===== src/rtl/life_led_shifter.sv =====
// Parallel board frame -> MSB-first serial stream on an sdata/sclk/latch LED shift-register chain.
// Optional macro LIFE_SHIFTER_SKIP_DUP_EN: frames identical to the last latched frame are consumed without shifting.
module life_led_shifter #(
  parameter int unsigned N_BITS  = 8,
  parameter int unsigned CLK_DIV = 4
) (
  input  logic              clk,
  input  logic              rst,
  input  logic [N_BITS-1:0] frame_in,
  input  logic              frame_valid,
  output logic              frame_ready,
  output logic              sdata,
  output logic              sclk,
  output logic              latch,
  output logic              busy
);

  localparam int unsigned PH_W = $clog2(CLK_DIV + 1);
  localparam int unsigned BC_W = $clog2(N_BITS + 1);
  localparam logic [PH_W-1:0] PH_LAST = PH_W'(CLK_DIV - 1);
  localparam logic [BC_W-1:0] BC_LAST = BC_W'(N_BITS - 1);

  typedef enum logic [1:0] {
    IDLE     = 2'd0,
    SHIFT_LO = 2'd1,
    SHIFT_HI = 2'd2,
    LATCH    = 2'd3
  } state_e;

  state_e            state_q, state_d;
  logic [PH_W-1:0]   phase_q, phase_d;
  logic [BC_W-1:0]   bit_cnt_q, bit_cnt_d;
  logic [N_BITS-1:0] shreg_q, shreg_d;

  logic frame_ready_q, frame_ready_d;
  logic sdata_q, sdata_d;
  logic sclk_q, sclk_d;
  logic latch_q, latch_d;
  logic busy_q, busy_d;

  logic accept;
  logic start;
  logic dup;
  logic phase_done;

  assign accept     = frame_valid && frame_ready_q;
  assign phase_done = (phase_q == PH_LAST);
  assign start      = accept && !dup;

`ifdef LIFE_SHIFTER_SKIP_DUP_EN
  // cur_q remembers the frame in flight; last_q only takes it once LATCH completes
  logic [N_BITS-1:0] cur_q, cur_d;
  logic [N_BITS-1:0] last_q, last_d;
  logic              last_vld_q, last_vld_d;

  assign dup = last_vld_q && (frame_in == last_q);

  always_comb begin
    cur_d      = cur_q;
    last_d     = last_q;
    last_vld_d = last_vld_q;
    if (start) begin
      cur_d = frame_in;
    end
    if ((state_q == LATCH) && phase_done) begin
      last_d     = cur_q;
      last_vld_d = 1'b1;
    end
  end

  always_ff @(posedge clk or negedge rst) begin
    if (!rst) begin
      cur_q      <= '0;
      last_q     <= '0;
      last_vld_q <= 1'b0;
    end else begin
      cur_q      <= cur_d;
      last_q     <= last_d;
      last_vld_q <= last_vld_d;
    end
  end
`else
  assign dup = 1'b0;
`endif

  // State register
  always_ff @(posedge clk or negedge rst) begin
    if (!rst) begin
      state_q <= IDLE;
    end else begin
      state_q <= state_d;
    end
  end

  // Next-state and datapath
  always_comb begin
    state_d   = state_q;
    phase_d   = phase_q;
    bit_cnt_d = bit_cnt_q;
    shreg_d   = shreg_q;
    case (state_q)
      IDLE: begin
        if (start) begin
          state_d   = SHIFT_LO;
          phase_d   = '0;
          bit_cnt_d = '0;
          shreg_d   = frame_in;
        end
      end
      SHIFT_LO: begin
        if (phase_done) begin
          state_d = SHIFT_HI;
          phase_d = '0;
        end else begin
          phase_d = phase_q + PH_W'(1);
        end
      end
      SHIFT_HI: begin
        if (phase_done) begin
          phase_d   = '0;
          shreg_d   = shreg_q << 1;
          bit_cnt_d = bit_cnt_q + BC_W'(1);
          state_d   = (bit_cnt_q == BC_LAST) ? LATCH : SHIFT_LO;
        end else begin
          phase_d = phase_q + PH_W'(1);
        end
      end
      LATCH: begin
        if (phase_done) begin
          state_d = IDLE;
        end else begin
          phase_d = phase_q + PH_W'(1);
        end
      end
      default: state_d = IDLE;
    endcase
  end

  // Outputs decoded from the upcoming state so they register in step with it
  always_comb begin
    busy_d        = (state_d != IDLE);
    frame_ready_d = (state_d == IDLE);
    sclk_d        = (state_d == SHIFT_HI);
    latch_d       = (state_d == LATCH);
    sdata_d       = ((state_d == SHIFT_LO) || (state_d == SHIFT_HI)) ? shreg_d[N_BITS-1] : 1'b0;
  end

  always_ff @(posedge clk or negedge rst) begin
    if (!rst) begin
      phase_q       <= '0;
      bit_cnt_q     <= '0;
      shreg_q       <= '0;
      frame_ready_q <= 1'b1;
      sdata_q       <= 1'b0;
      sclk_q        <= 1'b0;
      latch_q       <= 1'b0;
      busy_q        <= 1'b0;
    end else begin
      phase_q       <= phase_d;
      bit_cnt_q     <= bit_cnt_d;
      shreg_q       <= shreg_d;
      frame_ready_q <= frame_ready_d;
      sdata_q       <= sdata_d;
      sclk_q        <= sclk_d;
      latch_q       <= latch_d;
      busy_q        <= busy_d;
    end
  end

  assign frame_ready = frame_ready_q;
  assign sdata       = sdata_q;
  assign sclk        = sclk_q;
  assign latch       = latch_q;
  assign busy        = busy_q;

endmodule


===== config.mk =====
export PLATFORM = sky130hd
export DESIGN_NAME = life_led_shifter
export DESIGN_NICKNAME = d
export VERILOG_FILES = /design/src/rtl/life_led_shifter.sv
export SDC_FILE = /design/constraint.sdc
export NUM_CORES = 1
export LEC_CHECK = 0
export CORE_ASPECT_RATIO = 0.9
export CORE_UTILIZATION = 58
export CTS_CLUSTER_DIAMETER = 200
export CTS_CLUSTER_SIZE = 24
export DETAILED_ROUTE_END_ITERATION = 10
export PLACE_DENSITY = 0.83
export SYNTH_ARGS = -nofsm -noshare
export SYNTH_HDL_FRONTEND = slang
export SYNTH_SLANG_ARGS = --single-unit

===== constraint.sdc =====
create_clock -name clk -period 3.1 [get_ports clk]
set_input_delay 0.775 -clock clk [delete_from_list [all_inputs] [get_ports clk]]
set_output_delay 0.775 -clock clk [all_outputs]
set_load 0.02 [all_outputs]

==> results.txt <==
Drt wl/cell: 15.77 um
Most frequent cells in the layout: dfrtp_1 (21), clkdlybuf4s50_1 (15), ha_1 (13)
Crit path depth: 1
Htree depth: 1
DRT Pass-1 Iters: 4
RSZ-0062 raised after global routing: false
Worst EP arrival: 1.52 ns
Area of the multi-input gates: 678.2 sq um
Crit. End Element: output pin
Post_cts resized: 0
WP buf/inv: 1
Critical path, cell by cell: clkdlybuf4s50_1
Diodes inserted: 0
Hold WS: 0.5136 ns
Critical path's largest stage delay: 0.62 ns
Starting density of the core: 0.6442
Vias in the first global route: 922
Commonest non-fill, non-tap cell in the layout: dfrtp_1
Required time of the critical path: 2.32 ns
Synth Register Bits: 22
CTS sink cnt: 22
Routability congestion estimate: 0.7967
Hold Fails Final Rpt: 0
Residual DRC: 0
DR iter-0 viols: 11
Reg2reg path depth: 8
Final setup vio count: 0
VDD IR max: 0.8361 mV
Final TNS setup: 0 ns
Routed WL: 2539 um
Post-layout min period: 2.291 ns
Core Box Area: 2008 sq um
Worst Skew: 0.01886 ns
Measured slew at the worst slew-check pin: 0.4332 ns
Nets: 161
First-pass GRT wire length: 4215 um
Layout cell share with drive strength beyond 1: 0.08824
Final Util: 0.7452
Synth warn: 0
P_leak: 0.0006975 uW
Register area share after synthesis: 0.4265
PwrDens: 908.9 nW/um^2
Worst R2R Setup Slack: 0.96 ns
Slew headroom: 0.7112
Largest net degree at the start of global routing: 23
Sw Pwr: 562.2 uW
Worst setup path endpoint: frame_ready
Post-synth top flop: dfrtp_1
Clk buf depth: 2
Clock power share: 0.118
Yosys top cell by area: dfrtp_1
Die width: 51.79 um
Max Cap Viol: 0
Reg2reg start: state_q[1]
Area Overhead vs Synth: 15.67%
Netlist cell types: 41
Sw frac: 0.4134
Fmax: 436.5 MHz
Initial antenna violation count: 0
Fin crit share: 0.7390
# fillers: 156
Row cnt: 15
CP delay by family, top: buffers and inverters
DP HPWL: 1873 um
IO Port Bufs: 15
Top cells by area, synth: dfrtp_1 (41%), ha_1 (13%), mux2_1 (5.2%)
Final total power: 1360 uW
Post-CTS Hold Fix Bufs: 0
Hold Path Class: reg -> reg
Crit path launch: frame_ready
Post-Syn Area per Cell: 10.78 sq um
Vias: 980
Pre-CTS setup slack: 0.6883 ns
Critical R2R Capture: sdata
Sequential group share of total power: 0.355
Remaining antenna violation count: 0
Combinational share of power: 0.528
Critical path launch point type: flip-flop
Clk_lat worst skew: 0.32 ns
Root Buffer: clkbuf_4
FF/Latch Area: 551.8 sq um
CTS buffer count: 3
Count of pins over their slew limit: 0
Status: finished, final reports clean
CP Max Fanout: 7
Setup bufs post-CTS: 0
GRT overflow: 0
Kind of critical path: reg -> out
I/O Pins: 16
Critical-path top delay cell: clkdlybuf4s50_1
P_int: 797.8 uW
Post-route setup slack: 0.8090 ns
Synthesized instance count: 120
Asr flop ratio synth: 1.000
Via/cell ratio: 6.087
CTS tree: yes
Tot GR Track Use: 0.2481
Net Count, Synth: 144
Post-Syn Area: 1294 sq um
CTS clk-pin slew, worst paths: 0.13 ns
Post-synth top area share: 0.4062
Post-synth EDFFs: 0
Die area: 2424 sq um
Chip height: 46.81 um
state kept, by name, indices dropped and copies added (netlist names):
register / flops
sdata: 1
latch: 1
frame_ready: 1
state_q: 2
sclk: 1
shreg_q: 8
bit_cnt_q: 4
busy: 1
phase_q: 3
metrics by stage:
stage | std cells | cell area [sq um]
5_1_grt | 161 | 1496
2_1_floorplan | 120 | 1294
6_report | 161 | 1496
4_1_cts | 161 | 1496
3_3_place_gp | 157 | 1460
3_5_place_dp | 157 | 1460
layout make-up:
cell class,count,share of cell area
multi-input combinational,84,0.4532
sequential,22,0.3687
timing repair buffer,17,0.1104
clock buffer,4,0.02425
inverter,9,0.02258
tap,25,0.02090
metal layers:
metal / track usage / vias to the layer above / wire length [um]
met5: 0 / - / 0
met4: 0.04865 / 0 / 17
met3: 0.07120 / 2 / 119
met2: 0.4727 / 22 / 1315
met1: 0.2828 / 487 / 1087
li1: - / 469 / -
power by group through the flow:
stage | combinational, uW | sequential [uW] | clock [uW]
after floorplan | 512 | 493 | 0
after global placement | 677 | 476 | 0
after detailed placement | 721 | 485 | 0
after CTS | 723 | 480 | 162
after global routing | 801 | 495 | 175
final | 718 | 482 | 160
synth_stat cells (2+ instances only):
master,instances
o22ai_1,2
mux2_2,2
nand2_1,6
o21ai_0,3
and3_1,2
o21ai_1,3
a21oi_1,5
nand3_1,3
nor2b_1,2
clkbuf_1,3
dfrtp_1,21
or4_1,2
inv_1,9
o31ai_1,3
a21boi_1,4
mux2_1,6
ha_1,13
a22o_1,7
nand2b_1,2
cell families after synthesis:
logic type	after synthesis	synth area share
AO/OA/AOI/OAI	37	0.2050
multiplexers	9	0.08026
flip-flops	22	0.4265
buffers and inverters	14	0.04932
adder cells (fa/ha/maj)	13	0.1257
AND/OR/NAND/NOR	25	0.1131
worst min path at each step:
stage | startpoint | end | cells after the start
3_3_place_gp | shreg_q[5] | shreg_q[5] | 1
4_1_cts | shreg_q[4] | shreg_q[4] | 1
3_5_place_dp | shreg_q[3] | shreg_q[3] | 1
2_1_floorplan | shreg_q[6] | shreg_q[6] | 1
6_report | shreg_q[3] | shreg_q[3] | 1
5_1_grt | shreg_q[3] | shreg_q[3] | 1
(Power assumes the default switching activity.)
